<file path="config.mk">
export PLATFORM = sky130hd
export DESIGN_NAME = washer_ctrl_multi_flat
export DESIGN_NICKNAME = d
export VERILOG_FILES = /design/src/rtl/washer_pkg.sv /design/src/rtl/washer_ctrl_multi_if.sv /design/src/rtl/washer_phase_timer.sv /design/src/rtl/washer_ctrl_multi.sv /design/src/flat_wrapper.sv
export SDC_FILE = /design/constraint.sdc
export NUM_CORES = 1
export LEC_CHECK = 0
export ABC_AREA = 0
export BUFFER_PORTS_ARGS = -buffer_cell sky130_fd_sc_hd__buf_2
export CAP_MARGIN = 20
export CORE_UTILIZATION = 35
export DETAILED_ROUTE_END_ITERATION = 8
export MAX_ROUTING_LAYER = met4
export PLACE_DENSITY = 0.57
export SETUP_SLACK_MARGIN = 0.02
export SLEW_MARGIN = 15
export SYNTH_ARGS = -nofsm -noshare
export SYNTH_HDL_FRONTEND = slang
export SYNTH_SLANG_ARGS = --single-unit
</file>
<file path="constraint.sdc">
create_clock -name clk -period 4.02 [get_ports clk]
set_input_delay 0.402 -clock clk [delete_from_list [all_inputs] [get_ports clk]]
set_output_delay 0.402 -clock clk [all_outputs]
set_load 0.02 [all_outputs]
</file>
<file path="src/rtl/washer_pkg.sv">
// Shared state encodings and widths for the washer controller.
package washer_pkg;

  localparam int STATE_W = 3;

  typedef enum logic [STATE_W-1:0] {
    S_IDLE  = 3'd0,
    S_FILL  = 3'd1,
    S_WASH  = 3'd2,
    S_RINSE = 3'd3,
    S_SPIN  = 3'd4,
    S_DONE  = 3'd5,
    S_FAULT = 3'd6
  } state_e;

endpackage

</file>
<file path="src/rtl/washer_ctrl_multi_if.sv">
// Host-side bundle of the washer controller: commands in, status out.
interface washer_ctrl_multi_if
  import washer_pkg::*;
#(
  parameter int REP_W = 3
);

  logic               coin_insert;
  logic [REP_W-1:0]   wash_reps;
  logic               lid;
  logic               abort;
  logic [STATE_W-1:0] state_o;
  logic [REP_W-1:0]   rep_o;
  logic               busy;
  logic               lid_paused;
  logic               laundry_done;
  logic               fault;

  modport master (
    output coin_insert, wash_reps, lid, abort,
    input  state_o, rep_o, busy,
    input  lid_paused, laundry_done, fault
  );

  modport slave (
    input  coin_insert, wash_reps, lid, abort,
    output state_o, rep_o, busy,
    output lid_paused, laundry_done, fault
  );

endinterface

</file>
<file path="src/rtl/washer_phase_timer.sv">
// Phase timer: clear / hold / increment with terminal-count compare.
module washer_phase_timer #(
  parameter int CNT_W = 8
) (
  input  logic             clk,
  input  logic             rst_n,
  input  logic             clr_i,
  input  logic             inc_i,
  input  logic [CNT_W-1:0] len_i,
  output logic             tc_o
);

  logic [CNT_W-1:0] cnt_q;

  always_ff @(posedge clk or negedge rst_n) begin
    if (!rst_n) begin
      cnt_q <= '0;
    end else if (clr_i) begin
      cnt_q <= '0;
    end else if (inc_i) begin
      cnt_q <= cnt_q + CNT_W'(1);
    end
  end

  assign tc_o = (cnt_q == len_i - CNT_W'(1));

endmodule

</file>
<file path="src/rtl/washer_ctrl_multi.sv">
// Multi-rinse washer sequencer FILL/WASH/RINSE x reps, then SPIN.
// Define LID_TIMEOUT_EN to fault on an over-long lid pause.
module washer_ctrl_multi
  import washer_pkg::*;
#(
  parameter int CNT_W     = 8,
  parameter int FILL_CYC  = 10,
  parameter int WASH_CYC  = 10,
  parameter int RINSE_CYC = 10,
  parameter int SPIN_CYC  = 10,
  parameter int MAX_REPS  = 4,
  parameter int LID_TMO   = 50
) (
  input logic          clk,
  input logic          rst,
  washer_ctrl_multi_if.slave bus
);

  localparam int REP_W = $clog2(MAX_REPS + 1);
  localparam logic [REP_W-1:0] MAXR = REP_W'(MAX_REPS);

  state_e           state_q, state_d;
  logic [REP_W-1:0] reps_q, reps_d;
  logic [REP_W-1:0] rep_q, rep_d;
  logic [CNT_W-1:0] len;
  logic             tc, active, paused, to;
  logic             clr, inc;

  assign active = (state_q == S_FILL) || (state_q == S_WASH) ||
                  (state_q == S_RINSE) || (state_q == S_SPIN);
  assign paused = active && bus.lid;

`ifdef LID_TIMEOUT_EN
  localparam int PW = $clog2(LID_TMO + 1);
  logic [PW-1:0] pause_q;

  always_ff @(posedge clk or negedge rst) begin
    if (!rst) begin
      pause_q <= '0;
    end else if (paused && !bus.abort) begin
      pause_q <= pause_q + PW'(1);
    end else begin
      pause_q <= '0;
    end
  end

  assign to = paused && (pause_q == PW'(LID_TMO - 1));
`else
  assign to = 1'b0;
`endif

  always_comb begin
    len = CNT_W'(FILL_CYC);
    unique case (state_q)
      S_WASH:  len = CNT_W'(WASH_CYC);
      S_RINSE: len = CNT_W'(RINSE_CYC);
      S_SPIN:  len = CNT_W'(SPIN_CYC);
      default: len = CNT_W'(FILL_CYC);
    endcase
  end

  // Any state change restarts the timer; idle states keep it at zero.
  assign clr = (state_d != state_q) || !active;
  assign inc = active && !bus.lid;

  washer_phase_timer #(
    .CNT_W (CNT_W)
  ) u_timer (
    .clk   (clk),
    .rst_n (rst),
    .clr_i (clr),
    .inc_i (inc),
    .len_i (len),
    .tc_o  (tc)
  );

  always_ff @(posedge clk or negedge rst) begin
    if (!rst) begin
      state_q <= S_IDLE;
      reps_q  <= '0;
      rep_q   <= '0;
    end else begin
      state_q <= state_d;
      reps_q  <= reps_d;
      rep_q   <= rep_d;
    end
  end

  always_comb begin
    state_d = state_q;
    reps_d  = reps_q;
    rep_d   = rep_q;
    unique case (state_q)
      S_IDLE: begin
        if (bus.coin_insert && !bus.lid) begin
          state_d = S_FILL;
          rep_d   = REP_W'(1);
          if (bus.wash_reps == '0) begin
            reps_d = REP_W'(1);
          end else if (bus.wash_reps > MAXR) begin
            reps_d = MAXR;
          end else begin
            reps_d = bus.wash_reps;
          end
        end
      end
      S_FILL, S_WASH, S_RINSE, S_SPIN: begin
        // Abort beats lid, lid beats terminal count.
        if (bus.abort) begin
          state_d = S_IDLE;
        end else if (to) begin
          state_d = S_FAULT;
        end else if (!bus.lid && tc) begin
          unique case (1'b1)
            state_q == S_FILL: state_d = S_WASH;
            state_q == S_WASH: state_d = S_RINSE;
            state_q == S_SPIN: state_d = S_DONE;
            default: begin
              if (rep_q < reps_q) begin
                state_d = S_FILL;
                rep_d   = rep_q + REP_W'(1);
              end else begin
                state_d = S_SPIN;
              end
            end
          endcase
        end
      end
      S_DONE:  state_d = S_IDLE;
      S_FAULT: if (bus.abort) state_d = S_IDLE;
      default: state_d = S_IDLE;
    endcase
    if (state_d == S_IDLE) begin
      rep_d  = '0;
      reps_d = '0;
    end
  end

  always_comb begin
    bus.state_o      = state_q;
    bus.rep_o        = rep_q;
    bus.busy         = active;
    bus.lid_paused   = paused;
    bus.laundry_done = (state_q == S_DONE);
`ifdef LID_TIMEOUT_EN
    bus.fault        = (state_q == S_FAULT);
`else
    bus.fault        = 1'b0;
`endif
  end

endmodule

</file>
<file path="src/flat_wrapper.sv">
// flat-port wrapper written by rule: the top's interface ports become plain ports
module washer_ctrl_multi_flat import washer_pkg::*;
#(
  parameter int CNT_W     = 8,
  parameter int FILL_CYC  = 10,
  parameter int WASH_CYC  = 10,
  parameter int RINSE_CYC = 10,
  parameter int SPIN_CYC  = 10,
  parameter int MAX_REPS  = 4,
  parameter int LID_TMO   = 50
)
  (clk, rst, bus_coin_insert, bus_wash_reps, bus_lid, bus_abort, bus_state_o, bus_rep_o, bus_busy, bus_lid_paused, bus_laundry_done, bus_fault);
  washer_ctrl_multi_if #(.REP_W(3)) bus_i ();
  input logic clk;
  input logic rst;
  input wire logic [$bits(bus_i.coin_insert)-1:0] bus_coin_insert;
  input wire logic [$bits(bus_i.wash_reps)-1:0] bus_wash_reps;
  input wire logic [$bits(bus_i.lid)-1:0] bus_lid;
  input wire logic [$bits(bus_i.abort)-1:0] bus_abort;
  output wire logic [$bits(bus_i.state_o)-1:0] bus_state_o;
  output wire logic [$bits(bus_i.rep_o)-1:0] bus_rep_o;
  output wire logic [$bits(bus_i.busy)-1:0] bus_busy;
  output wire logic [$bits(bus_i.lid_paused)-1:0] bus_lid_paused;
  output wire logic [$bits(bus_i.laundry_done)-1:0] bus_laundry_done;
  output wire logic [$bits(bus_i.fault)-1:0] bus_fault;
  assign bus_i.coin_insert = bus_coin_insert;
  assign bus_i.wash_reps = bus_wash_reps;
  assign bus_i.lid = bus_lid;
  assign bus_i.abort = bus_abort;
  assign bus_state_o = bus_i.state_o;
  assign bus_rep_o = bus_i.rep_o;
  assign bus_busy = bus_i.busy;
  assign bus_lid_paused = bus_i.lid_paused;
  assign bus_laundry_done = bus_i.laundry_done;
  assign bus_fault = bus_i.fault;
  washer_ctrl_multi #(.CNT_W(CNT_W), .FILL_CYC(FILL_CYC), .WASH_CYC(WASH_CYC), .RINSE_CYC(RINSE_CYC), .SPIN_CYC(SPIN_CYC), .MAX_REPS(MAX_REPS), .LID_TMO(LID_TMO)) u_core (.clk(clk), .rst(rst), .bus(bus_i));
endmodule
</file>
==> impl_results.md <==
* Routed Wire Length at 2110 um
* Clk root buf: clkbuf_4
* Leak Pwr at 0.533 nW
* P&R area growth vs syn at 9.61%
* Crit path required time at 3.62 ns
* VDD IR max at 0.129 mV
* H-tree levels at 1
* Worst-Skew Late Latency at 0.29 ns
* Post-CTS sizing at 0
* Worst path slowest cell: dfrtp_1
* Crit path arrival time at 1.82 ns
* Boundary Pins at 18
* DR iter-0 viols at 13
* CP startpoint kind: flop
* Synth Register Bits at 17
* Area of the multi-input gates at 602 um2
* Status: finished with violations
* Critical path capture point type: output port
* Layout cells sized above 1 at 19.8%
* PortBufs at 16
* Ys flop type: dfrtp_1
* Crit-path cells: nor3_2, or2_1, inv_1, and2_1, buf_2
* Routed via count at 842
* Antenna fix cells at 0
* Final min period at 2.22 ns
* Antenna violations before repair at 0
* Endpoints failing setup at 0
* CP bufs+invs at 2
* Setup TNS at 0 ns
* Detailed-placement wirelength estimate at 1570 um
* Routed WL per cell at 13.0 um
* Total gr overflow at 0
* Slowest cell delay on critical path at 0.54 ns
* Num CTS Buffers at 3
* CTS tree: done
* FF+latch area at 425 um2
* Power per cell area at 257 nW/um2
* Ys Warns at 0
* Maxcap violations at 0
* Synth Cell Area at 1090 um2
* Die height at 57.9 um
* Filler instances at 292
* Synth top area share at 38.9%
* First-pass DRT Iterations at 6
* Worst Tran Pin Value at 0.616 ns
* Syn nets at 130
* Nets@finish at 145
* CTS Hold Bufs at 0
* Crit Path Max Fanout at 13
* Initial Util at 38.3%
* Slew Limit Fails at 0
* Vias in the first global route at 772
* Post-synth EDFFs at 0
* Most frequent cells in the layout: dfrtp_1, buf_2, nor2_1
* Hold WS at 0.0124 ns
* Area leader, netlist: dfrtp_1
* Tightest Hold Check Type: in -> async
* Clk pin slew, worst setup/hold paths at 0.11 ns
* Max Clk Rate at 450 MHz
* First-pass GRT wire length at 3570 um
* Synth cell types at 41
* DR DRC count at 1
* Commonest non-fill, non-tap cell in the layout: dfrtp_1
* RSZ-0062 raised after global routing: false
* Final hold violations at 0
* Tcrit/Tclk final at 55.2%
* Failing checks: DRC
* Skew final at 0.0110 ns
* Syn avg cell area at 9.35 um2
* Max-slew headroom at 58.5%
* # clock sinks at 17
* Longest Clk Path Bufs at 2
* Synthesized instance count at 117
* DRT antenna net count at 0
* Setup slack, reg-to-reg at 1.95 ns
* Post-CTS setup buffers at 0
* Vias/cell at 5.20
* Largest net degree at the start of global routing at 18
* Crit path kind: reg -> out
* Core area at 2850 um2
* Die ar. at 3350 um2
* GPL Wtd Cong at 0.768
* Area contributors post-synth: dfrtp_1, ha_1, a21oi_1
* Seq/Total Area, Yosys at 38.9%
* Chip width at 57.9 um
* CP delay by family, top: simple AND/OR/NAND/NOR gates
* Async S/R FF share, synth at 100%
* FP Rows at 19
* GR Util All Layers at 14.5%
==> cell families (layout without fill, tap and decap cells) <==
group | after synthesis | in the layout | share of synthesized area [%]
AO/OA/AOI/OAI | 22 | 22 | 12.8
XOR/XNOR | 7 | 7 | 5.61
adder cells (fa/ha/maj) | 5 | 5 | 5.72
buffers and inverters | 13 | 27 | 6.06
flip-flops | 17 | 17 | 38.9
multiplexers | 2 | 2 | 1.95
other | 1 | 1 | 0.343
AND/OR/NAND/NOR | 50 | 50 | 28.6
==> stage by stage <==
step | cells | util [%] | cell area (um2) | total power, mW | setup WS, ns
floorplan | 117 | - | 1090 | 0.203 | 2.10
global placement | 158 | 41.1 | 1170 | 0.214 | 2.07
detailed placement | 158 | 41.1 | 1170 | 0.215 | 1.99
CTS | 162 | 42.0 | 1200 | 0.310 | 1.80
global route | 162 | 42.0 | 1200 | 0.323 | 1.69
finish | 162 | 42.0 | 1200 | 0.308 | 1.80
==> per-layer routing <==
layer	global-route usage [%]	wire length [um]	vias to the layer above
met1	21.1	1180	385
li1	-	-	441
met3	3.35	48	2
met5	-	0	-
met4	5.10	18	0
met2	19.7	863	14
==> synthesized netlist by cell type, drive strengths merged, types with 2 or more instances <==
cell type  number
and2            3
a211oi          2
nor2b           2
nand3b          2
a21oi           9
xnor2           2
nor2           12
and3            3
buf             6
nand4           3
ha              5
inv             7
nand2           5
nor3b           3
xor2            5
nor3            4
dfrtp          17
nor4b           3
o21ai           5
nand3           7
==> state kept, by name, summed over array words and instances, names as in the netlist <==
name                  flops
u_core.u_timer.cnt_q      8
u_core.reps_q             3
u_core.bus.state_o        3
u_core.bus.rep_o          3
==> area by class of cell <==
cell class | count | area share, %
well taps | 31 | 3.24
inverters | 7 | 2.19
multi-input cells | 87 | 50.2
repair buffers | 16 | 6.68
clock buffers | 4 | 2.19
flip-flops and latches | 17 | 35.5
==> power breakdown <==
group          leakage, nW  switching (mW)  internal [mW]
Clock               0.0150          0.0582         0.0386
Sequential           0.236         0.00352          0.173
Combinational        0.281          0.0232         0.0117
Total                0.533          0.0849          0.223
==> final timing paths <==
path,startpoint,endpoint,cells past startpoint
worst max register to register,u_core.bus.rep_o[2]$_DFFE_PN0P_,u_core.reps_q[0]$_DFFE_PN0P_,6
worst min register to register,u_core.bus.rep_o[2]$_DFFE_PN0P_,u_core.bus.rep_o[2]$_DFFE_PN0P_,2
worst min-delay path,rst,u_core.u_timer.cnt_q[6]$_DFFE_PN0P_,1
max in group asynchronous,rst,u_core.bus.state_o[1]$_DFF_PN0_,1
worst max-delay path,u_core.bus.state_o[0]$_DFF_PN0_,bus_lid_paused,5
min in group clk,bus_abort,u_core.bus.state_o[2]$_DFF_PN0_,2
Note: power is estimated with default switching activity, not from simulation.
